--- config.mk ---
export PLATFORM = sky130hd
export DESIGN_NAME = timer_dbus_slave
export DESIGN_NICKNAME = d
export VERILOG_FILES = /design/src/rtl/timer_dbus_slave.sv
export SDC_FILE = /design/constraint.sdc
export NUM_CORES = 1
export LEC_CHECK = 0
export CAP_MARGIN = 10
export CELL_PAD_IN_SITES_DETAIL_PLACEMENT = 0
export CELL_PAD_IN_SITES_GLOBAL_PLACEMENT = 1
export CORE_MARGIN = 5
export CORE_UTILIZATION = 39
export CTS_BUF_LIST = sky130_fd_sc_hd__clkbuf_8
export DETAILED_ROUTE_END_ITERATION = 10
export GPL_ROUTABILITY_DRIVEN = 0
export PLACE_DENSITY_LB_ADDON = 0.1
export SYNTH_ARGS = -nofsm -noshare
export SYNTH_HDL_FRONTEND = slang
export SYNTH_SLANG_ARGS = --single-unit
--- constraint.sdc ---
create_clock -name clk_i -period 2.4 [get_ports clk_i]
set_input_delay 0.6 -clock clk_i [delete_from_list [all_inputs] [get_ports clk_i]]
set_output_delay 0.6 -clock clk_i [all_outputs]
set_load 0.02 [all_outputs]
--- src/rtl/timer_dbus_slave.sv ---
// Memory-mapped machine timer on the core's data-bus port shape: 64-bit
// prescaled time counter, 64-bit compare, sticky match flag and level IRQ.
module timer_dbus_slave #(
    parameter int DW         = 32,
    parameter int PRESCALE_W = 8
) (
    input  logic          clk_i,
    input  logic          rst_i,
    input  logic          cs,
    input  logic          we,
    input  logic [3:0]    mask,
    input  logic [DW-1:0] addr_i,
    input  logic [DW-1:0] wdata_i,
    output logic [DW-1:0] rdata_o,
    output logic          timer_irq_o
);

    localparam logic [2:0] A_MTIME_LO = 3'd0;
    localparam logic [2:0] A_MTIME_HI = 3'd1;
    localparam logic [2:0] A_CMP_LO   = 3'd2;
    localparam logic [2:0] A_CMP_HI   = 3'd3;
    localparam logic [2:0] A_CTRL     = 3'd4;
    localparam logic [2:0] A_STATUS   = 3'd5;

    logic [63:0]           mtime, mtime_nxt;
    logic [63:0]           mtimecmp, mtimecmp_nxt;
    logic                  en, ie, match;
    logic [PRESCALE_W-1:0] prescale, pre_cnt;
    logic [DW-1:0]         ctrl_word, ctrl_new;
    logic [2:0]            sel;
    logic                  wr, tick, cmp_hit, match_clr;
    logic                  unused_bits;

    // Merge the enabled bytes of a write into an existing word.
    function automatic logic [31:0] byte_merge(input logic [31:0] old_v,
                                               input logic [31:0] new_v,
                                               input logic [3:0]  be);
        logic [31:0] r;
        r = old_v;
        for (int i = 0; i < 4; i++)
            if (be[i]) r[8*i +: 8] = new_v[8*i +: 8];
        return r;
    endfunction

    assign sel       = addr_i[4:2];
    // A write with no byte enables is a no-op, including for collision rules.
    assign wr        = !cs && we && (mask != 4'b0000);
    assign tick      = en && (pre_cnt == prescale);
    assign cmp_hit   = en && (mtime >= mtimecmp);
    assign match_clr = wr && (sel == A_STATUS) && mask[0] && wdata_i[0];
    assign ctrl_new  = byte_merge(ctrl_word, wdata_i, mask);
    assign timer_irq_o = match & ie;
    assign unused_bits = ^{addr_i[DW-1:5], addr_i[1:0], ctrl_new[7:2],
                           ctrl_new[DW-1:8+PRESCALE_W]};

    // CTRL as seen on the bus; undefined bits read as zero.
    always_comb begin
        ctrl_word = '0;
        ctrl_word[0] = en;
        ctrl_word[1] = ie;
        ctrl_word[8 +: PRESCALE_W] = prescale;
    end

    // Next time value: a bus write to either word wins and drops the whole
    // increment (no carry into the unwritten word).
    always_comb begin
        mtime_nxt = mtime;
        if (wr && sel == A_MTIME_LO)
            mtime_nxt[31:0] = byte_merge(mtime[31:0], wdata_i, mask);
        else if (wr && sel == A_MTIME_HI)
            mtime_nxt[63:32] = byte_merge(mtime[63:32], wdata_i, mask);
        else if (tick)
            mtime_nxt = mtime + 64'd1;
    end

    // Next compare value from byte-masked writes.
    always_comb begin
        mtimecmp_nxt = mtimecmp;
        if (wr && sel == A_CMP_LO)
            mtimecmp_nxt[31:0] = byte_merge(mtimecmp[31:0], wdata_i, mask);
        else if (wr && sel == A_CMP_HI)
            mtimecmp_nxt[63:32] = byte_merge(mtimecmp[63:32], wdata_i, mask);
    end

    // Register state; reset overrides writes and increments.
    always_ff @(posedge clk_i) begin
        if (rst_i) begin
            mtime    <= '0;
            mtimecmp <= '1;
            en       <= 1'b0;
            ie       <= 1'b0;
            prescale <= '0;
            pre_cnt  <= '0;
            match    <= 1'b0;
        end else begin
            mtime    <= mtime_nxt;
            mtimecmp <= mtimecmp_nxt;
            if (wr && sel == A_CTRL) begin
                en       <= ctrl_new[0];
                ie       <= ctrl_new[1];
                prescale <= ctrl_new[8 +: PRESCALE_W];
                pre_cnt  <= '0;
            end else if (en) begin
                pre_cnt  <= tick ? '0 : pre_cnt + 1'b1;
            end
            // A clear loses against a compare condition that still holds.
            match <= cmp_hit | (match & ~match_clr);
        end
    end

    // Combinational read mux, no side effects; idle bus reads zero.
    always_comb begin
        rdata_o = '0;
        if (!cs) begin
            case (sel)
                A_MTIME_LO: rdata_o = mtime[31:0];
                A_MTIME_HI: rdata_o = mtime[63:32];
                A_CMP_LO:   rdata_o = mtimecmp[31:0];
                A_CMP_HI:   rdata_o = mtimecmp[63:32];
                A_CTRL:     rdata_o = ctrl_word;
                A_STATUS:   rdata_o = {{(DW-1){1'b0}}, match};
                default:    rdata_o = '0;
            endcase
        end
    end

endmodule

# == Yosys cells after proc, flatten, opt, wreduce, memory -nomap -nowiden ==
# Index checks and enable logic that the tools add are counted.
# totals
reg_bits,147
latch_bits,0
mem_bits_rw,0
romBits,0
input_bits,72
output_inout_bits,33
word_cells,92
mem_count,0
# classes
addsub,2
mul,0
div_mod_pow,0
order_cmp,1
eq_ne,15
n_shift,0
n_mux,11
bitwise_logic,6
reduce_logical,36
# ops
operator,n
$pmux W32 S6,1
$mux W32,4
$add A64 B1 Y64 const B,1
$ge A64 B64 Y1,1
$mux W64,1
$mux W8,5
$reduce_and A3 Y1,12
$ne A2 B2 Y1 const B,9
$logic_and A1 B1 Y1,12
$reduce_and A2 Y1,6
$add A8 B1 Y8 const B,1
$eq A8 B8 Y1,1
$eq A3 B2 Y1 const B,2
$eq A3 B3 Y1 const B,2
$reduce_bool A2 Y1,2
$reduce_bool A4 Y1,1
$eq A3 B1 Y1 const B,1
$logic_not A3 Y1,1
$not A1 Y1,3
$and A1 B1 Y1,2
$reduce_or A2 Y1,1
$logic_not A1 Y1,1
$or A1 B1 Y1,1

# == Logic depth before layout (Yosys ltp) ==
# depth
word_depth,9
depth_mapped,10
mapped_depth_nobuf,8

# == Worst setup path after synthesis ==
# Ideal clock, no wire load.
# synth_timing
path_type,input to output
startpoint,input port addr_i[3]
endpoint,output port rdata_o[16]
arrival_ns,2.165
required_ns,1.800
setup_slack_ns,-0.365
path_stages,7
n_path_buf,3
path_cell_list,buf_1 -> nand2_1 -> nor2_1 -> clkbuf_1 -> buf_1 -> a22oi_1 -> a21oi_1
# synth_via
elab_chain_len,3
elab_cells_between_ends,8
classes_between,eq/ne: 5; mux: 2; reduce/logical: 1
# synth_rtl
item,line,source
start: declaration,12,"input logic [DW-1:0] addr_i,"
$eq A3 B3 Y1 (tied with other cells),115,case (sel)
$pmux W32 S6 (*),115,
$mux W32 (*),114,if (!cs) begin
end: declaration,14,"output logic [DW-1:0] rdata_o,"
# Every way passes the cells marked *; elsewhere a longest branch is shown, timed or not.

# == Final worst setup path ==
# layout_timing
startpoint,input port addr_i[2]
endpoint,output port rdata_o[10]
# The elaborated chain is that of the path after synthesis.

==> flow_metrics.tcl <==
set metrics [dict create \
    status "finished, violations left" \
    violations "setup timing" \
    antenna_found_initial 1 \
    io_buffer_count 75 \
    ys_ff_latch 147 \
    ant_nets 0 \
    core_region_area_mm2 0.0253 \
    die_height_um 170 \
    cp-end-kind "output pin" \
    p_leak_nw 5.92 \
    root_buffer "clkbuf_8" \
    grtUsageMet2 0.463 \
    r2r_setup_slack_ps 80 \
    async_reset_ff_frac 0 \
    yosys_warnings 0 \
    max_stage_delay_ps 250 \
    post-dp-hpwl_um 30800 \
    die_area_mm2 0.0290 \
    synth_fp_nets 1477 \
    cp_slowest_cell "a221oi_4" \
    clk_latency_ps 460 \
    period_minus_slack_ps 2510 \
    vias 11525 \
    finalHoldViolCount 0 \
    min_path_type "register to register" \
    drv_cap 0 \
    multiInputGateArea_mm2 0.00713 \
    skew_ps 20.1 \
    post_drt_wl_per_cell_um 23.2 \
    netlist_area_mm2 0.0100 \
    fin_ws_ps -114 \
    critical_path.cell_chain "buf_12 -> buf_12 -> buf_8 -> nor3b_4 -> buf_6 -> buf_16 -> a221oi_4 -> nor2_1 -> buf_4" \
    r2r_start "mtime[47]" \
    placedCellCount 1835 \
    ys_seq_area_frac 0.294 \
    arrival_ps 1910 \
    rsz0062_at_grt "true" \
    holdPathStages 2 \
    viasPerCell 6.04 \
    slew_headroom 0.459 \
    drive_above_1_share 0.278 \
    rows 58 \
    regArea_mm2 0.00296 \
    worst_pin_slew_ps 804 \
    track_usage 0.296 \
    r2r.worst_path.cells 7 \
    numCtsBuffers 17 \
    grt_pass1_wl_um 65700 \
    clkTransAtPathRegs_ps 90 \
    reg2reg_to "mtime[61]" \
    wirelength_um 44200 \
    cp.required_ps 1800 \
    use_met3 0.0439 \
    ys.flop_type "dfxtp_1" \
    yosysTopAreaCellShare 0.294 \
    drc 0 \
    synth.area.top_cells "dfxtp_1 29%, ha_1 8.2%, nand2_1 6.9%" \
    fp.dieW_um 170 \
    fin_cells 1908 \
    synthTopCellsByCount "184 x nand2_1, 147 x dfxtp_1, 128 x a21oi_1" \
    first_pass_iters 5 \
    syn_inst 1339 \
    hp-start "mtime[16]" \
    drv_slew 0 \
    hold_buffers 0 \
    powerDensity_mw_per_mm2 394 \
    period_share 1.05 \
    cts_tree "built" \
    cp-start-kind "primary input" \
    clock-sinks 147 \
    yosysMostFrequentCell "nand2_1" \
    initial_core_util 0.397 \
    areaGrowthSynthToFinish_pct 42.1 \
    top_usage_layer "met2" \
    clockBufferDepth 2 \
    synth_edf_count 0 \
    fin_total_pwr_mw 5.60 \
    synth_top_area_cell "dfxtp_1" \
    gr-usage-met1 0.400 \
    finalSetupViolations 32 \
    hold_end "mtime[16]" \
    critical_path_class "primary input to output pin" \
    io_pins 105 \
    max_freq_ghz 0.398 \
    ir_drop_uv 293 \
    finalNetCount 1702 \
    yosysUniqueCellTypes 77 \
    fillers 2388 \
    grt_overflow 0 \
    drt_iter0_markers 1155 \
    critPathMaxFanout 8 \
    h-tree-depth 4 \
    path_common_cell "buf_12" \
    grt_max_degree 67 \
    syn_area_per_cell_um2 7.48 \
    grt_pass1_vias 10840 \
]
layout make-up:
cell class,instances,share of cell area
Antenna cell,1,0.000176
Multi-Input combinational cell,1030,0.501
Tap cell,330,0.0290
Inverter,78,0.0206
Sequential cell,147,0.208
Clock buffer,17,0.0164
Clock inverter,15,0.0150
Timing Repair Buffer,290,0.209
report_power, final:
group,internal (mW),switching (mW),total [mW]
logic,0.362,0.448,0.810
clock network,1.23,1.09,2.32
registers,2.45,0.0187,2.47
sequential cells by signal, summed over array words and instances, names as in the netlist:
name,count
ie,1
pre_cnt,8
prescale,8
mtimecmp,64
mtime,64
en,1
match,1
cells by family after synthesis:
logic type      count (synthesis)  share of synthesized area
flops                         147                      0.294
buf+inv                       164                     0.0646
simple gates                  501                      0.243
compound gates                424                      0.279
xor+xnor                       15                     0.0131
fa+ha+maj                      66                     0.0824
mux                            22                     0.0240
per-layer routing:
metal  vias up  share of wire
li1       5411              -
met1      5514           0.44
met2       492           0.44
met3       108          0.068
met4         0          0.051
met5         -              0
worst max-delay path, delay by kind of cell:
kind	cells	cell delay (ps)
AO/OA/AOI/OAI	1	250
AND/OR/NAND/NOR	2	250
buffers and inverters	6	800
how the worst max path moves through the flow:
stage          startpoint     endpoint  slack [ps]
2_1_floorplan     mask[0]    mtime[26]        -100
3_3_place_gp    addr_i[3]  rdata_o[23]        -960
3_5_place_dp    addr_i[3]  rdata_o[20]        -970
4_1_cts         addr_i[2]  rdata_o[25]         -80
5_1_grt         addr_i[2]  rdata_o[10]        -160
6_report        addr_i[2]  rdata_o[10]        -110
per-stage QoR:
stage / setup slack (ps) / cell area, um^2 / utilization / setup TNS [ps] / hold WS (ps)
after floorplan: -100 / 10200 / - / -1550 / 479
after detailed placement: -969 / 12700 / 0.501 / -109150 / 512
after CTS: -80.3 / 13900 / 0.549 / -1650 / 523
after global routing: -157 / 14200 / 0.564 / -3510 / 543
final: -114 / 14200 / 0.564 / -2390 / 530
after global placement: -963 / 12700 / 0.501 / -108820 / 506
layout by cell type, fill, tap and decap left out, types with 24 or more instances in the layout:
master and n:
buf_12 29, o211ai_1 67, inv_1 80, nand2_1 182, buf_4 183, ha_1 65, a22oi_2 43, nand3_1 40
a21oi_1 105, clkdlybuf4s50_1 35, o21ai_0 48, nor2_1 95, dfxtp_1 136, a21oi_2 24, nand4_1 40
what timing repair did:
action	in CTS	in global routing
hold endpoints to repair	0	0
cloned	11	3
setup endpoints to repair	97	69
pin swaps	44	28
setup buffers	20	7
resized for setup	268	70
(Power assumes the default switching activity.)
